===== src/rtl/cnn_pkg.sv =====
// +----------------------------------------------------------------------------+
// | cnn_pkg : shared geometry and en_counter codes for the conv/pool datapath.  |
// | Revision: 1.0                                                              |
// +----------------------------------------------------------------------------+
`default_nettype none

package cnn_pkg;
    localparam int DATA_W   = 8;
    localparam int IN_W     = 28;
    localparam int CHANNELS = 6;
    localparam int POOL_W   = IN_W / 2;
    localparam int CNT_W    = $clog2(IN_W);
    localparam int K_W      = $clog2(POOL_W);
    localparam int CH_W     = $clog2(CHANNELS);
    localparam int LANES    = 8;
    localparam int LANE_W   = $clog2(LANES);
    localparam int WORD_W   = LANES * DATA_W;
    localparam int TAIL_W   = (POOL_W - LANES) * DATA_W;

    localparam logic [3:0] EN_IDLE   = 4'd0;
    localparam logic [3:0] EN_WORD64 = 4'd6;
    localparam logic [3:0] EN_WORD48 = 4'd8;

    function automatic logic [DATA_W-1:0] max_u(input logic [DATA_W-1:0] a,
                                                input logic [DATA_W-1:0] b);
        return (a > b) ? a : b;
    endfunction
endpackage

`default_nettype wire


===== src/rtl/maxpool_pack_if.sv =====
// +----------------------------------------------------------------------------+
// | maxpool_pack_if : conv pixel input and packed pooled-word output bundle.    |
// | Revision: 1.0                                                              |
// +----------------------------------------------------------------------------+
`default_nettype none

interface maxpool_pack_if;
    import cnn_pkg::*;

    logic              conv_valid;
    logic [DATA_W-1:0] conv_data;
    logic              conv_ready;
    logic [WORD_W-1:0] pool_data;
    logic [3:0]        en_counter;
    logic              chan_done;
    logic              frame_done;

    modport master (
        output conv_valid, conv_data,
        input  conv_ready, pool_data, en_counter, chan_done, frame_done
    );

    modport slave (
        input  conv_valid, conv_data,
        output conv_ready, pool_data, en_counter, chan_done, frame_done
    );
endinterface

`default_nettype wire


===== src/rtl/pool_line_buf.sv =====
// +----------------------------------------------------------------------------+
// | pool_line_buf : one pooled row of horizontal pair maxima, comb read port.   |
// | Revision: 1.0                                                              |
// +----------------------------------------------------------------------------+
`default_nettype none

module pool_line_buf
    import cnn_pkg::*;
#(
    parameter int DEPTH = POOL_W,
    parameter int WIDTH = DATA_W,
    parameter int IDX_W = K_W
) (
    input  wire logic             clk,
    input  wire logic             rst,
    input  wire logic             clear,
    input  wire logic             wr_en,
    input  wire logic [IDX_W-1:0] wr_idx,
    input  wire logic [WIDTH-1:0] wr_data,
    input  wire logic [IDX_W-1:0] rd_idx,
    output logic      [WIDTH-1:0] rd_data
);

    logic [WIDTH-1:0] mem [DEPTH];

    always_ff @(posedge clk or posedge rst) begin
        if (rst) begin
            for (int i = 0; i < DEPTH; i++) mem[i] <= '0;
        end else if (clear) begin
            for (int i = 0; i < DEPTH; i++) mem[i] <= '0;
        end else if (wr_en) begin
            mem[wr_idx] <= wr_data;
        end
    end

    assign rd_data = mem[rd_idx];

endmodule

`default_nettype wire


===== src/rtl/maxpool_pack.sv =====
// +----------------------------------------------------------------------------+
// | maxpool_pack : 2x2/stride-2 max-pool packing each pooled row as 8+6 bytes.  |
// | Revision: 1.0                                                              |
// +----------------------------------------------------------------------------+
`default_nettype none

module maxpool_pack
    import cnn_pkg::*;
(
    input  wire logic      clk,
    input  wire logic      rst,
    input  wire logic      clear,
    maxpool_pack_if.slave  pif
);

    localparam logic [CNT_W-1:0] COL_LAST = CNT_W'(IN_W - 1);
    localparam logic [CNT_W-1:0] ROW_LAST = CNT_W'(IN_W - 1);
    localparam logic [CH_W-1:0]  CH_LAST  = CH_W'(CHANNELS - 1);
    localparam logic [K_W-1:0]   K_WORD64 = K_W'(LANES - 1);
    localparam logic [K_W-1:0]   K_WORD48 = K_W'(POOL_W - 1);

    logic [CNT_W-1:0]  col_cnt, row_cnt;
    logic [CH_W-1:0]   chan_cnt;
    logic [DATA_W-1:0] hold_px;
    logic [WORD_W-1:0] pack_word, pack_next;
    logic [WORD_W-1:0] pool_word;
    logic [3:0]        en_code;
    logic              chan_pulse, frame_flag;

    logic              accept;
    logic [K_W-1:0]    k_idx;
    logic [LANE_W-1:0] lane;
    logic [DATA_W-1:0] line_rd, pair_max, win_max;
    logic              odd_row, odd_col, row_last, chan_last, emit64, emit48;

    assign accept    = pif.conv_valid & ~frame_flag & ~clear;
    assign k_idx     = col_cnt[CNT_W-1:1];
    assign lane      = k_idx[LANE_W-1:0];
    assign odd_row   = row_cnt[0];
    assign odd_col   = col_cnt[0];
    assign row_last  = (row_cnt == ROW_LAST);
    assign chan_last = (chan_cnt == CH_LAST);
    assign pair_max  = max_u(hold_px, pif.conv_data);
    assign win_max   = max_u(line_rd, pair_max);
    assign emit64    = odd_row & odd_col & (k_idx == K_WORD64);
    assign emit48    = odd_row & odd_col & (k_idx == K_WORD48);

    pool_line_buf u_line_buf (
        .clk     (clk),
        .rst     (rst),
        .clear   (clear),
        .wr_en   (accept & ~odd_row & odd_col),
        .wr_idx  (k_idx),
        .wr_data (pair_max),
        .rd_idx  (k_idx),
        .rd_data (line_rd)
    );

    always_comb begin
        pack_next = pack_word;
        pack_next[int'(lane) * DATA_W +: DATA_W] = win_max;
    end

    always_ff @(posedge clk or posedge rst) begin
        if (rst) begin
            col_cnt    <= '0;
            row_cnt    <= '0;
            chan_cnt   <= '0;
            hold_px    <= '0;
            pack_word  <= '0;
            pool_word  <= '0;
            en_code    <= EN_IDLE;
            chan_pulse <= 1'b0;
            frame_flag <= 1'b0;
        end else if (clear) begin
            col_cnt    <= '0;
            row_cnt    <= '0;
            chan_cnt   <= '0;
            hold_px    <= '0;
            pack_word  <= '0;
            pool_word  <= '0;
            en_code    <= EN_IDLE;
            chan_pulse <= 1'b0;
            frame_flag <= 1'b0;
        end else begin
            en_code    <= EN_IDLE;
            chan_pulse <= 1'b0;
            if (accept) begin
                if (col_cnt == COL_LAST) begin
                    col_cnt <= '0;
                    if (row_last) begin
                        row_cnt  <= '0;
                        chan_cnt <= chan_last ? '0 : chan_cnt + 1'b1;
                    end else begin
                        row_cnt <= row_cnt + 1'b1;
                    end
                end else begin
                    col_cnt <= col_cnt + 1'b1;
                end

                if (!odd_col) hold_px <= pif.conv_data;

                // Only odd rows touch the pack; each word clears it once sent.
                if (emit64) begin
                    pool_word <= pack_next;
                    en_code   <= EN_WORD64;
                    pack_word <= '0;
                end else if (emit48) begin
                    pool_word  <= {{(WORD_W - TAIL_W){1'b0}}, pack_next[TAIL_W-1:0]};
                    en_code    <= EN_WORD48;
                    pack_word  <= '0;
                    chan_pulse <= row_last;
                    frame_flag <= row_last & chan_last;
                end else if (odd_row && odd_col) begin
                    pack_word <= pack_next;
                end
            end
        end
    end

    assign pif.conv_ready = ~frame_flag;
    assign pif.pool_data  = pool_word;
    assign pif.en_counter = en_code;
    assign pif.chan_done  = chan_pulse;
    assign pif.frame_done = frame_flag;

endmodule

`default_nettype wire


===== src/flat_wrapper.sv =====
// flat-port wrapper written by rule: the top's interface ports become plain ports
module maxpool_pack_flat import cnn_pkg::*;
  (clk, rst, clear, pif_conv_valid, pif_conv_data, pif_conv_ready, pif_pool_data, pif_en_counter, pif_chan_done, pif_frame_done);
  maxpool_pack_if pif_i ();
  input  wire logic clk;
  input  wire logic rst;
  input  wire logic clear;
  input wire logic [$bits(pif_i.conv_valid)-1:0] pif_conv_valid;
  input wire logic [$bits(pif_i.conv_data)-1:0] pif_conv_data;
  output wire logic [$bits(pif_i.conv_ready)-1:0] pif_conv_ready;
  output wire logic [$bits(pif_i.pool_data)-1:0] pif_pool_data;
  output wire logic [$bits(pif_i.en_counter)-1:0] pif_en_counter;
  output wire logic [$bits(pif_i.chan_done)-1:0] pif_chan_done;
  output wire logic [$bits(pif_i.frame_done)-1:0] pif_frame_done;
  assign pif_i.conv_valid = pif_conv_valid;
  assign pif_i.conv_data = pif_conv_data;
  assign pif_conv_ready = pif_i.conv_ready;
  assign pif_pool_data = pif_i.pool_data;
  assign pif_en_counter = pif_i.en_counter;
  assign pif_chan_done = pif_i.chan_done;
  assign pif_frame_done = pif_i.frame_done;
  maxpool_pack u_core (.clk(clk), .rst(rst), .clear(clear), .pif(pif_i));
endmodule

===== config.mk =====
export PLATFORM = sky130hd
export DESIGN_NAME = maxpool_pack_flat
export DESIGN_NICKNAME = d
export VERILOG_FILES = /design/src/rtl/cnn_pkg.sv /design/src/rtl/maxpool_pack_if.sv /design/src/rtl/pool_line_buf.sv /design/src/rtl/maxpool_pack.sv /design/src/flat_wrapper.sv
export SDC_FILE = /design/constraint.sdc
export NUM_CORES = 1
export LEC_CHECK = 0
export ABC_CLOCK_PERIOD_IN_PS = 9800
export CAP_MARGIN = 20
export CORE_MARGIN = 2
export CORE_UTILIZATION = 25
export DETAILED_ROUTE_END_ITERATION = 6
export PLACE_DENSITY_LB_ADDON = 0.08
export SYNTH_ARGS = -nofsm -noshare
export SYNTH_HDL_FRONTEND = slang
export SYNTH_SLANG_ARGS = --single-unit

===== constraint.sdc =====
create_clock -name clk -period 9.8 [get_ports clk]
set_input_delay 1.96 -clock clk [delete_from_list [all_inputs] [get_ports clk]]
set_output_delay 1.96 -clock clk [all_outputs]
set_load 0.02 [all_outputs]

* Word level (Yosys, flattened, before mapping)
Index checks and enable logic that the tools add are counted.
** Cells by class
- Multiplexer cells :: 47
- $add $sub $neg :: 4
- Divide/modulo/power cells :: 0
- Reduce and logical (&&, ||, !) cells :: 15
- Multiply operators :: 0
- Shift operators :: 2
- Magnitude comparators :: 4
- Bitwise operators :: 12
- Eq/ne operators :: 7
** Operators by type and width (count)
- $mux W64 :: 9
- $mux W112 :: 2
- $bwmux W112 :: 1
- $bwmux W64 :: 1
- $mux W8 :: 8
- $shift A8 B33 Y64 const A :: 1
- $shiftx A8 B33 Y64 :: 1
- $mux W5 :: 7
- $neg A6 Y33 :: 1
- $bmux W8 S4 :: 1
- $demux W8 S4 :: 1
- $gt A8 B8 Y1 :: 2
- $mux W4 :: 4
- $mux W3 :: 5
- $add A5 B1 Y5 const B :: 2
- $eq A5 B5 Y1 const B :: 2
- $reduce_bool A2 Y1 :: 5
- $and A1 B1 Y1 :: 8
- $mux W1 :: 8
- $reduce_and A2 Y1 :: 4
- $reduce_and A3 Y1 :: 2
- $ge A5 B5 Y1 const B :: 1
- $lt A5 B1 Y1 const B :: 1
- $not A4 Y5 :: 1
- other kinds (9) :: 13
** Storage, ports and cells
- Memory bits (writable) :: 0
- Flip-flop bits (word level) :: 267
- Output and inout bits :: 71
- Logic and storage cells :: 114
- Bits of input ports :: 12
- Latch bits :: 0
- ROM bits :: 0
- Memories kept :: 0

* Logic depth before layout (Yosys ltp)
Gate-level depths: netlist (run 1).
- Word-level depth :: 13
- Depth in mapped cells :: 17

* Hierarchy
From an unflattened synthesis (run 1), not the netlist that was laid out.
** Unflattened totals
- Cell total of the unflattened synthesis :: 1285
- Area total of the unflattened synthesis :: 12831.1 um2
** Modules (own cells, without submodules)
- maxpool_pack :: cells each 746, times used 1, area each 7287.0 um2, sequential area each 3828.7 um2
- pool_line_buf :: cells each 539, times used 1, area each 5544.1 um2, sequential area each 2802.7 um2

* Worst setup path after synthesis (run 1)
OpenSTA, ideal clock, no wires.
- Path type :: input -> register
- Start point :: input port pif_conv_data[7]
- End point :: register u_core.pool_word[17] (netlist: u_core.pif.pool_data[17])
- Slack :: 4.623 ns
- Arrival :: 5.047 ns
- Stages :: 15
- Data required time :: 9.670 ns
- Cell sequence :: inv_1 > ha_1 > a21oi_1 > o21ai_0 > o31ai_2 > o21ai_0 > and2_0 > clkbuf_1 > ha_1 > nand4_1 > or2_2 > o21ai_1 > a32o_2 > buf_4 > o21ai_0
** On the way
- Longest elaborated chain between the ends :: 10
** Ends and longest elaborated chain
- start: declaration :: line flat_wrapper.sv:9 : input wire logic [$bits(pif_i.conv_data)-1:0] pif_conv_data;
- $gt A8 B8 Y1 :: line cnn_pkg.sv:26 : return (a > b) ? a : b;
- $mux W8 * :: line cnn_pkg.sv:26
- $gt A8 B8 Y1 :: line cnn_pkg.sv:26
- $mux W8 * :: line cnn_pkg.sv:26
- $shiftx A8 B33 Y64 * :: line maxpool_pack.sv:61 : pack_next[int'(lane) * DATA_W +: DATA_W] = win_max;
- $bwmux W64 * :: line maxpool_pack.sv:61
- $mux W64 :: line maxpool_pack.sv:108 : end else if (emit48) begin
- $mux W64 * :: line maxpool_pack.sv:104 : if (emit64) begin
- $mux W64 * :: line maxpool_pack.sv:88 : if (accept) begin
- $mux W64 * :: line maxpool_pack.sv:75 : end else if (clear) begin
- end signal: assignment :: line maxpool_pack.sv:105 : pool_word <= pack_next;
- end signal: assignment :: line maxpool_pack.sv:109 : pool_word <= {{(WORD_W - TAIL_W){1'b0}}, pack_next[TAIL_W-1:0]};
- end: declaration :: line maxpool_pack.sv:26 : logic [WORD_W-1:0] pool_word;
Mark *: on every way between the ends. The rest lies on a longest branch, timed or not. The select of a mux whose other input is x is not followed.
A chain may end at the register's enable or synchronous reset.

* Worst setup path after layout (run 1)
- Start point :: input port pif_conv_data[5]
- End point :: register u_core.pool_word[19] (netlist: u_core.pif.pool_data[19])
The elaborated chain is that of the path after synthesis.

==> impl_metrics.sql, run 1 <==
INSERT INTO impl_metrics (metric_group, metric, value, unit) VALUES
('status', 'outcome', 'finished clean', ''),
('timing', 'max-slew-margin-rel', '27.13', '%'),
('cells_and_area', 'ratio_of_cells_with_drive_above_1_in_the_final_layout', '9.242', '%'),
('timing', 'fin_crit_sh', '65.65', '%'),
('floorplanning', 'placement_rows', '81', ''),
('timing', 'number_of_endpoints_with_negative_hold_slack_in_the_final_report', '0', ''),
('yosys', 'synth_cell_type_count', '64', ''),
('worst_setup_path', 'r2r_cells', '12', ''),
('pwr', 'peakVddDrop', '0.00009734', 'V'),
('timing', 'max_freq', '155.4', 'MHz'),
('worst_setup_path', 'reg2reg_slack', '5.03', 'ns'),
('flow_run', 'max-cap-violations', '0', ''),
('worst_setup_path', 'path_max_fanout', '16', ''),
('cts', 'clock-sinks', '265', ''),
('pwr', 'p_total', '0.002592', 'W'),
('floorplanning', 'die_area', '0.05144', 'mm²'),
('worst_setup_path', 'setup.worst_path.start', 'pif_conv_data[5]', ''),
('timing', 'finalSetupViolations', '0', ''),
('route', 'routed_wl', '40.73', 'mm'),
('grt', 'via_count_of_the_first_global_routing_pass', '9431', ''),
('route', 'drt_iter0_markers', '748', ''),
('placed_design', 'postPlaceCellArea', '0.01374', 'mm²'),
('cts', 'numCtsBuffers', '34', ''),
('cts', 'number_of_setup_buffers_added_after_cts', '0', ''),
('floorplanning', 'core', '0.04895', 'mm²'),
('timing', 'clock-skew-final', '0.01687', 'ns'),
('grt', 'grt_start_max_net_pins', '128', ''),
('yosys', 'synth_nets', '1226', ''),
('floorplanning', 'die_w', '226.8', 'µm'),
('grt', 'total_grt_usage', '16.18', '%'),
('hold_path', 'min-delay-path-class', 'reg2reg', ''),
('worst_setup_path', 'crit_path_cell_trace', 'clkdlybuf4s50_1, inv_1, ha_1, a21oi_1, o21ai_0, o31ai_2, o21ai_0, and2_0, ha_1, nand4_1, or2_2, o21ai_1, a32o_2, o21ai_0', ''),
('worst_setup_path', 'critical_path.max_stage_delay', '0.62', 'ns'),
('cts', 'htreeDepth', '2', ''),
('yosys', 'synthArstFlopShare', '100.0', '%'),
('placed_design', 'dp_hpwl', '25.72', 'mm'),
('route', 'post_drt_via_cell_ratio', '4.935', ''),
('worst_setup_path', 'rr_endpoint', 'u_core.pif.pool_data[19]', ''),
('timing', 'holdWs', '0.4643', 'ns'),
('floorplanning', 'start_util', '25.35', '%'),
('worst_setup_path', 'crit_type', 'in2reg', ''),
('cells_and_area', 'nNetsFinal', '1276', ''),
('route', 'residual_drc_count', '0', ''),
('timing', 'final_total_negative_setup_slack', '0', 'ns'),
('placed_design', 'gp_routability_congestion', '0.7931', ''),
('grt', 'globalRouteOverflowTotal', '0', ''),
('worst_setup_path', 'worst_setup_sp_type', 'input pin', ''),
('yosys', 'synth_sequential_area_ratio', '53.43', '%'),
('yosys', 'post-synth-top-area-cell', 'dfrtp_1', ''),
('yosys', 'syn-cell-area', '0.01241', 'mm²'),
('yosys', 'ys_warn_count', '0', ''),
('yosys', 'syn_inst', '1191', ''),
('grt', 'global_route_wire_length_before_repair', '63.00', 'mm'),
('yosys', 'edff_count_synth', '0', ''),
('placed_design', 'io_buffers', '81', ''),
('cts', 'clockRootBuffer', 'clkbuf_16', ''),
('timing', 'timing_worst_slew_pin_value', '1.092', 'ns'),
('cells_and_area', 'syn2layout_area_growth', '20.11', '%'),
('worst_setup_path', 'cp_data_required_time', '10.17', 'ns'),
('cts', 'insertion_delay', '0.52', 'ns'),
('route', 'post_detailed_route_count_of_antenna_violating_nets', '0', ''),
('worst_setup_path', 'cpMaxStageDelayCell', 'a32o_2', ''),
('timing', 'period_needed', '6.433', 'ns'),
('cts', 'clk_pin_slew', '0.06', 'ns'),
('yosys', 'synth_top_area_cells', 'dfrtp_1 (53%), o21ai_0 (9.4%), nand3b_1 (6.8%)', ''),
('timing', 'final-max-slew-violation-count', '0', ''),
('worst_setup_path', 'cp-endpoint', 'u_core.pif.pool_data[19]', ''),
('worst_setup_path', 'cp_common_cell', 'o21ai_0', ''),
('cts', 'cts-hold-fix-buffers', '0', ''),
('cts', 'clock_path_buffers', '3', ''),
('cts', 'cts_resized', '0', '');
[synthesized netlist by cell type (7+ instances only)]
library cell  instances
mux4_2               15
dfrtp_1             265
o21ai_0             233
o21ai_1              26
buf_2                 7
nor2_1               35
a21oi_1              32
clkbuf_1             50
nand3_1              28
mux2i_1              15
nand3b_1            112
buf_4                12
ha_1                 23
mux2_2               10
and2_0                7
buf_6                 7
nand2_1             125
nand4_1               7
inv_1                20
o21a_1                8
a22oi_1              63
[report_power, final]
group	switching [W]	internal [W]	leakage [nW]
sequential	0.00000520	0.00110	3.69
clock	0.000488	0.000798	0.575
combinational	0.000155	0.0000465	1.90
total	0.000649	0.00194	6.17
[how the worst min path moves through the flow]
stage	to	cells past startpoint	start	slack, ns
finish	u_core.pif.pool_data[3]	2	u_core.pif.pool_data[3]	0.46
global placement	u_core.pif.pool_data[3]	2	u_core.pif.pool_data[3]	0.46
floorplan	u_core.pack_word[7]	2	u_core.pack_word[7]	0.44
CTS	u_core.pif.pool_data[3]	2	u_core.pif.pool_data[3]	0.47
detailed placement	u_core.pif.pool_data[3]	2	u_core.pif.pool_data[3]	0.46
global route	u_core.pif.pool_data[1]	2	u_core.pif.pool_data[1]	0.50
[through the flow]
stage	utilization, %	setup WS [ns]	cells
2_1_floorplan	-	0.5431	1191
3_3_place_gp	28.07	2.866	1869
3_5_place_dp	28.07	2.887	1869
4_1_cts	30.45	3.389	1930
5_1_grt	30.45	3.003	1930
6_report	30.45	3.367	1931
[cell type report]
class                           count  area, µm²
Clock buffer                       56       1107
Clock inverter                      5      57.56
Tap cell                          664      830.8
Inverter                           21      86.33
Fill cell                        5068      34040
Sequential cell                   265       6634
Multi-Input combinational cell    827       5298
Antenna cell                        1      2.502
Timing Repair Buffer               92      890.9
[worst max-delay path: cells and delay by family]
family | cells | cell delay (ns)
fa+ha+maj | 2 | 0.82
compound gates | 7 | 2.25
simple gates | 3 | 1.10
buf+inv | 2 | 0.67
[placed cells by master (no fill, tap or decap), types with 3 or more instances in the layout]
cell             synthesis  final
dfrtp_1                265    263
o21ai_0                233    233
nand2_1                125    125
nand3b_1               112    112
clkdlybuf4s50_1          0     80
a22oi_1                 63     63
clkbuf_16                0     37
nor2_1                  35     35
a21oi_1                 32     32
nand3_1                 28     28
o21ai_1                 26     26
ha_1                    23     23
inv_1                   20     19
mux4_2                  15     15
mux2i_1                 15     15
buf_4                   12     12
clkbuf_8                 0     11
mux2_2                  10     10
o21a_1                   8      8
clkbuf_1                50      8
nand4_1                  7      7
and2_0                   7      7
o211ai_1                 6      6
nor3_1                   6      6
and3_1                   6      6
nor2b_1                  5      5
a32o_2                   5      5
and2_1                   4      4
a21boi_1                 4      4
or2_2                    3      3
nand4b_1                 3      3
a21boi_0                 3      3
a2bb2oi_1                3      3
a31o_2                   3      3
nor2_2                   3      3
[sequential cells by signal, summed over array words and instances, names as in the netlist]
register and count:
u_core.u_line_buf.mem 112, u_core.pack_word 64, u_core.pif.pool_data 64, u_core.hold_px 8, u_core.col_cnt 5, u_core.row_cnt 5
u_core.chan_cnt 3, u_core.pif.en_counter 2, u_core.pif.chan_done 1, u_core.pif.frame_done 1
[routing by layer]
layer  part of all wire (%)  vias to the layer above  global-route usage (%)
li1                       -                     4440                       -
met2                     45                      213                   24.81
met1                     49                     4830                   23.64
met4                    2.1                        0                   4.202
met3                    4.2                       47                   2.488
met5                      0                        -                       0
[logic make-up (layout without fill, tap and decap cells)]
group                    after synthesis  count (layout)  share of synthesized area [%]
AO/OA/AOI/OAI                        397             397                          18.50
XOR/XNOR                               2               2                         0.1412
adder cells (fa/ha/maj)               23              23                          2.319
buffers and inverters                 99             174                          3.982
flip-flops                           265             265                          53.43
multiplexers                          42              42                          5.263
other                                  1               2                        0.03022
AND/OR/NAND/NOR                      362             362                          16.33
Power figures use the tool's default switching activity.
==> run 2, diff against run 1 <==
Settings changed: ABC_CLOCK_PERIOD_IN_PS 9800 to 6100.
Clock period 9.8 ns to 6.1 ns, I/O delays scaled along.
==> impl_metrics.sql, run 2 (synthesis results as in run 1) <==
INSERT INTO impl_metrics (metric_group, metric, value, unit) VALUES
('status', 'outcome', 'finished clean', ''),
('pwr', 'peakVddDrop', '0.0002119', 'V'),
('cells_and_area', 'syn2layout_area_growth', '19.68', '%'),
('cts', 'number_of_setup_buffers_added_after_cts', '0', ''),
('grt', 'globalRouteOverflowTotal', '0', ''),
('timing', 'max_freq', '196.2', 'MHz'),
('route', 'routed_wl', '40.44', 'mm'),
('cts', 'insertion_delay', '0.59', 'ns'),
('route', 'total_via_count_in_the_routed_design', '9458', ''),
('timing', 'final-max-slew-violation-count', '0', ''),
('cells_and_area', 'layout_commonest_cell', 'dfrtp_1', ''),
('timing', 'grt_setup_unrepaired', 'no', ''),
('timing', 'number_of_endpoints_with_negative_hold_slack_in_the_final_report', '0', ''),
('floorplanning', 'die_height', '226.8', 'µm'),
('placed_design', 'gp_routability_congestion', '0.7715', ''),
('timing', 'fin_crit_sh', '83.55', '%'),
('placed_design', 'io_buffers', '81', ''),
('route', 'residual_drc_count', '0', ''),
('timing', 'max-slew-margin-rel', '35.97', '%'),
('cts', 'clk_pin_slew', '0.06', 'ns'),
('grt', 'total_grt_usage', '15.97', '%'),
('pwr', 'p_int', '0.002954', 'W'),
('flow_run', 'max-cap-violations', '0', ''),
('cts', 'clock-sinks', '265', ''),
('worst_setup_path', 'data_arrival_time_of_the_worst_path', '5.54', 'ns'),
('timing', 'timing_worst_slew_pin_value', '0.9562', 'ns'),
('cts', 'cts-hold-fix-buffers', '0', ''),
('route', 'drt_iter0_markers', '613', ''),
('grt', 'groute.layer.met3.usage', '2.229', '%'),
('cells_and_area', 'nNetsFinal', '1282', ''),
('pwr', 'switching_power', '0.001032', 'W'),
('pwr', 'clockPowerShare', '46.9', '%'),
('cts', 'numCtsBuffers', '31', ''),
('placed_design', 'placedCellCount', '1878', ''),
('pwr', 'power_leakage', '6.136', 'nW'),
('route', 'wl_per_cell', '20.91', 'µm'),
('cells_and_area', 'max_ffs_per_register', '112', ''),
('worst_setup_path', 'crit_type', 'in2reg', ''),
('timing', 'finalSetupViolations', '0', ''),
('worst_setup_path', 'worst_setup_sp_type', 'input pin', ''),
('timing', 'clock-skew-final', '0.01449', 'ns'),
('timing', 'holdWs', '0.4675', 'ns'),
('cells_and_area', 'final-instance-count-excl-fill', '1934', ''),
('grt', 'global_route_wire_length_before_repair', '62.76', 'mm'),
('grt', 'antenna_found_initial', '2', ''),
('grt', 'groute.layer.met2.usage', '25.82', '%'),
('cells_and_area', 'layout.cells.most_common_list', 'dfrtp_1 (263), o21ai_0 (233), nand2_1 (125)', ''),
('floorplanning', 'core', '0.04895', 'mm²'),
('cts', 'cts_tree', 'yes', ''),
('timing', 'period_needed', '5.096', 'ns'),
('floorplanning', 'placement_rows', '81', ''),
('cts', 'cts_resized', '0', ''),
('pwr', 'proportion_of_total_power_due_to_net_switching', '25.89', '%'),
('floorplanning', 'die_w', '226.8', 'µm'),
('floorplanning', 'die_area', '0.05144', 'mm²'),
('grt', 'via_count_of_the_first_global_routing_pass', '9662', ''),
('pwr', 'pwr_density_cell', '268.4', 'mW/mm²'),
('worst_setup_path', 'cp_data_required_time', '6.54', 'ns'),
('floorplanning', 'top_level_ports', '83', ''),
('timing', 'final_total_negative_setup_slack', '0', 'ns'),
('cts', 'clock_path_buffers', '3', ''),
('cells_and_area', 'finish.utilization', '30.34', '%'),
('cts', 'htreeDepth', '1', ''),
('grt', 'grt_start_max_net_pins', '137', ''),
('route', 'post_drt_via_cell_ratio', '4.890', ''),
('worst_setup_path', 'end_kind', 'register', ''),
('hold_path', 'min-delay-path-class', 'reg2reg', ''),
('cells_and_area', 'register_name_with_the_most_flops', 'u_core.u_line_buf.mem', ''),
('cts', 'clockRootBuffer', 'clkbuf_16', ''),
('route', 'dr.pass1.iters', '5', ''),
('placed_design', 'dp_hpwl', '25.60', 'mm'),
('pwr', 'comb_power_share', '8.4', '%'),
('cells_and_area', 'ratio_of_cells_with_drive_above_1_in_the_final_layout', '9.227', '%'),
('grt', 'busiest_layer', 'met2', ''),
('floorplanning', 'start_util', '25.35', '%'),
('pwr', 'sequentialPowerShare', '44.6', '%'),
('route', 'post_detailed_route_count_of_antenna_violating_nets', '0', ''),
('grt', 'grt_use_met1', '22.73', '%'),
('worst_setup_path', 'path_max_fanout', '15', '');
-- run 2: cell types whose count changed in the layout (fill, tap and decap cells not counted), moves of 2 or more --
cell,before,now
buf_4,12,18
clkbuf_16,37,31
clkbuf_8,11,7
buf_12,0,3
clkbuf_1,8,10
clkinvlp_4,0,2
-- run 2: cell type report --
class / instances / area (µm²)
multi-input combinational: 827 / 5298
timing repair buffer: 101 / 996.0
clock buffer: 48 / 909.6
fill: 5144 / 34100
inverter: 21 / 82.58
tap: 664 / 830.8
antenna: 2 / 5.005
sequential: 265 / 6634
clock inverter: 6 / 97.59
-- run 2: through the flow --
stage	power [W]	cell area, µm²	setup slack (ns)
after floorplan	0.002019	12410	1.382
after global placement	0.002159	13840	0.4331
after detailed placement	0.002158	13840	0.4215
after CTS	0.004058	14850	1.063
after global routing	0.004146	14850	0.6719
final	0.003986	14850	1.004
-- run 2: power groups by stage --
stage	combinational [W]	clock (W)	sequential, W
after floorplan	0.000218	0	0.00180
after global placement	0.000348	0	0.00181
after detailed placement	0.000347	0	0.00181
after CTS	0.000348	0.00193	0.00178
after global routing	0.000372	0.00200	0.00178
final	0.000337	0.00187	0.00178
-- run 2: per-layer routing --
layer	share of wire (%)	wire length, µm	up-vias
li1	-	-	4456
met1	48	19470	4813
met2	47	19010	146
met3	3.2	1298	43
met4	1.7	670	0
met5	0	0	-
-- run 2: worst max-delay path, cell delays in order --
cell             delay (ns)
clkdlybuf4s50_1        0.55
inv_1                  0.07
ha_1                   0.33
a21oi_1                0.19
o21ai_0                0.16
o31ai_2                0.50
o21ai_0                0.22
and2_0                 0.22
ha_1                   0.32
nand4_1                0.17
or2_2                  0.40
o21ai_1                0.35
a32o_2                 0.66
o21ai_0                0.18
-- run 2: path summary, 6_finish.rpt --
check / from / to / slack [ns] / cells after the start
min in group asynchronous: rst / u_core.pif.pool_data[5] / 0.90 / 2
max in group asynchronous: rst / u_core.col_cnt[2] / 4.09 / 3
worst max register to register: u_core.col_cnt[1] / u_core.pack_word[27] / 1.56 / 11
worst min register to register: u_core.pif.pool_data[5] / u_core.pif.pool_data[5] / 0.47 / 2
worst max-delay path: pif_conv_data[7] / u_core.pack_word[27] / 1.00 / 14
worst min-delay path: u_core.pif.pool_data[5] / u_core.pif.pool_data[5] / 0.47 / 2
==> run 3, diff against run 2 <==
Settings changed: ABC_CLOCK_PERIOD_IN_PS 6100 to 4500.
Clock period 6.1 ns to 4.5 ns, I/O delays scaled along.
==> impl_metrics.sql, run 3 (synthesis results as in run 1) <==
INSERT INTO impl_metrics (metric_group, metric, value, unit) VALUES
('worst_setup_path', 'end_kind', 'register', ''),
('grt', 'globalRouteOverflowTotal', '0', ''),
('timing', 'period_needed', '4.231', 'ns'),
('grt', 'antenna_found_initial', '0', ''),
('timing', 'final-max-slew-violation-count', '0', ''),
('route', 'drt_iter0_markers', '591', ''),
('placed_design', 'dp_hpwl', '26.57', 'mm'),
('cells_and_area', 'layout_commonest_cell', 'dfrtp_1', ''),
('cells_and_area', 'register_name_with_the_most_flops', 'u_core.u_line_buf.mem', ''),
('placed_design', 'io_buffers', '81', ''),
('worst_setup_path', 'rr_endpoint', 'u_core.pack_word[9]', ''),
('pwr', 'p_int', '0.004159', 'W'),
('worst_setup_path', 'worst_setup_sp_type', 'input pin', ''),
('worst_setup_path', 'critical_path.reg2reg.startpoint', 'u_core.col_cnt[1]', ''),
('worst_setup_path', 'cp_data_required_time', '4.94', 'ns'),
('worst_setup_path', 'r2r_cells', '12', ''),
('grt', 'grt_start_max_net_pins', '126', ''),
('cells_and_area', 'multiInputGateArea', '0.005301', 'mm²'),
('timing', 'fin_crit_sh', '94.02', '%'),
('grt', 'global_route_wire_length_before_repair', '63.18', 'mm'),
('worst_setup_path', 'data_arrival_time_of_the_worst_path', '4.67', 'ns'),
('worst_setup_path', 'path_max_fanout', '15', ''),
('cts', 'cts_tree', 'yes', ''),
('route', 'dr.pass1.iters', '5', ''),
('cells_and_area', 'ff_latch_area', '0.006634', 'mm²'),
('route', 'total_via_count_in_the_routed_design', '9596', ''),
('cts', 'clock_path_buffers', '3', ''),
('worst_setup_path', 'crit_path_cell_trace', 'clkdlybuf4s50_1, inv_1, ha_1, a21oi_1, o21ai_1, o31ai_2, buf_4, o21ai_0, and2_0, ha_1, nor2b_1, o211ai_1, a21oi_1, or2_2, a32o_2, buf_12, o21ai_0', ''),
('floorplanning', 'top_level_ports', '83', ''),
('cts', 'htreeDepth', '2', ''),
('worst_setup_path', 'cp-endpoint', 'u_core.pack_word[9]', ''),
('cells_and_area', 'final.fill_count', '5083', ''),
('cells_and_area', 'ratio_of_cells_with_drive_above_1_in_the_final_layout', '13.42', '%'),
('route', 'post_drt_via_cell_ratio', '4.820', ''),
('grt', 'via_count_of_the_first_global_routing_pass', '9561', ''),
('cts', 'clk_pin_slew', '0.06', 'ns'),
('floorplanning', 'placement_rows', '81', ''),
('timing', 'finalSetupViolations', '0', ''),
('cts', 'cts-hold-fix-buffers', '0', ''),
('floorplanning', 'die_height', '226.8', 'µm'),
('route', 'routed_wl', '40.67', 'mm'),
('cells_and_area', 'nNetsFinal', '1338', ''),
('timing', 'clock-skew-final', '0.02831', 'ns'),
('floorplanning', 'start_util', '25.35', '%'),
('cts', 'clockRootBuffer', 'clkbuf_16', ''),
('grt', 'total_grt_usage', '16.24', '%'),
('worst_setup_path', 'reg2reg_slack', '0.57', 'ns'),
('floorplanning', 'die_w', '226.8', 'µm'),
('pwr', 'proportion_of_total_power_due_to_net_switching', '25.84', '%'),
('route', 'wl_per_cell', '20.43', 'µm'),
('placed_design', 'gp_routability_congestion', '0.8138', ''),
('timing', 'timing_worst_slew_pin_value', '0.8052', 'ns'),
('worst_setup_path', 'cpMaxStageDelayCell', 'clkdlybuf4s50_1', ''),
('pwr', 'power_leakage', '6.463', 'nW'),
('pwr', 'pwr_density_cell', '363.6', 'mW/mm²'),
('pwr', 'peakVddDrop', '0.0002145', 'V'),
('cells_and_area', 'layout.cells.most_common_list', 'dfrtp_1 (263), o21ai_0 (232), nand2_1 (125)', ''),
('floorplanning', 'die_area', '0.05144', 'mm²'),
('cells_and_area', 'max_ffs_per_register', '112', ''),
('floorplanning', 'core', '0.04895', 'mm²'),
('worst_setup_path', 'setup.worst_path.start', 'pif_conv_data[7]', ''),
('pwr', 'clockPowerShare', '47.3', '%'),
('pwr', 'switching_power', '0.001449', 'W'),
('pwr', 'sequentialPowerShare', '43.0', '%'),
('cells_and_area', 'final-instance-count-excl-fill', '1991', ''),
('status', 'outcome', 'finished clean', ''),
('route', 'post_detailed_route_count_of_antenna_violating_nets', '0', ''),
('placed_design', 'postPlaceCellArea', '0.01430', 'mm²'),
('timing', 'grt_setup_unrepaired', 'no', ''),
('route', 'residual_drc_count', '0', ''),
('flow_run', 'max-cap-violations', '0', ''),
('timing', 'max_freq', '236.3', 'MHz'),
('worst_setup_path', 'critical_path.max_stage_delay', '0.51', 'ns'),
('timing', 'max-slew-margin-rel', '46.32', '%'),
('cts', 'numCtsBuffers', '35', ''),
('cells_and_area', 'syn2layout_area_growth', '24.27', '%'),
('cells_and_area', 'finish.utilization', '31.51', '%'),
('cts', 'insertion_delay', '0.55', 'ns'),
('timing', 'number_of_endpoints_with_negative_hold_slack_in_the_final_report', '0', ''),
('pwr', 'comb_power_share', '9.7', '%'),
('cts', 'clock-sinks', '265', ''),
('worst_setup_path', 'crit_type', 'in2reg', ''),
('cells_and_area', 'design_area', '0.01542', 'mm²'),
('hold_path', 'min-delay-path-class', 'reg2reg', ''),
('placed_design', 'placedCellCount', '1926', '');
[run 3: changes by cell type in the layout (fill, tap and decap cells not counted), sizes merged]
| cell | before | now |
|---|---|---|
| buf | 21 | 73 |
| bufinv | 2 | 0 |
| clkbuf | 48 | 50 |
| clkinv | 3 | 8 |
| diode | 2 | 1 |
| inv | 20 | 21 |
[run 3: final cells by class]
type	count	share of cell area, %
sequential	265	43.01
multi-input combinational	827	34.37
clock buffer	50	6.571
clock inverter	10	0.4624
inverter	21	0.5355
tap	664	5.387
antenna	1	0.01623
timing repair buffer	153	9.638
[run 3: critical path: cells and delay by family]
family	cells	cell delay, ns
adders and majority gates	2	0.63
buffers and inverters	4	0.91
AOI/OAI and AO/OA	8	1.56
and+or+nand+nor	3	0.67
[run 3: through the flow]
stage | setup TNS, ns | setup WS (ns) | total power (W) | hold slack [ns]
after floorplan | 0 | 0.1025 | 0.002737 | 0.4447
after global placement | -25.01 | -0.2502 | 0.003010 | 0.4508
after detailed placement | -26.86 | -0.2923 | 0.003010 | 0.4572
after CTS | 0 | 0.2595 | 0.005714 | 0.4694
after global routing | 0 | 0.01405 | 0.005861 | 0.4891
final | 0 | 0.2690 | 0.005608 | 0.4644
[run 3: power by group through the flow]
| stage | clock network, W | logic, W | registers (W) |
|---|---|---|---|
| 2_1_floorplan | 0 | 0.000296 | 0.00244 |
| 3_3_place_gp | 0 | 0.000557 | 0.00245 |
| 3_5_place_dp | 0 | 0.000557 | 0.00245 |
| 4_1_cts | 0.00275 | 0.000558 | 0.00241 |
| 5_1_grt | 0.00285 | 0.000597 | 0.00241 |
| 6_report | 0.00265 | 0.000546 | 0.00241 |
[run 3: per-layer routing]
metal  track usage (%)  part of all wire (%)
met5                 0                     0
met4             4.584                   2.0
met3             2.307                   3.2
met2             25.57                    47
met1             23.14                    48
[run 3: how the worst min path moves through the flow]
| stage | cells after the start | endpoint | slack (ns) | startpoint |
|---|---|---|---|---|
| 2_1_floorplan | 2 | u_core.pack_word[7] | 0.44 | u_core.pack_word[7] |
| 3_3_place_gp | 2 | u_core.pif.pool_data[6] | 0.45 | u_core.pif.pool_data[6] |
| 3_5_place_dp | 2 | u_core.pif.pool_data[5] | 0.46 | u_core.pif.pool_data[5] |
| 4_1_cts | 2 | u_core.pif.pool_data[5] | 0.47 | u_core.pif.pool_data[5] |
| 5_1_grt | 2 | u_core.pif.pool_data[6] | 0.49 | u_core.pif.pool_data[6] |
| 6_report | 2 | u_core.pif.pool_data[5] | 0.46 | u_core.pif.pool_data[5] |
[run 3: timing repair]
action | CTS | global route
buffers inserted | 0 | 4
setup endpoints to repair | 0 | 15
resized for setup | 0 | 2
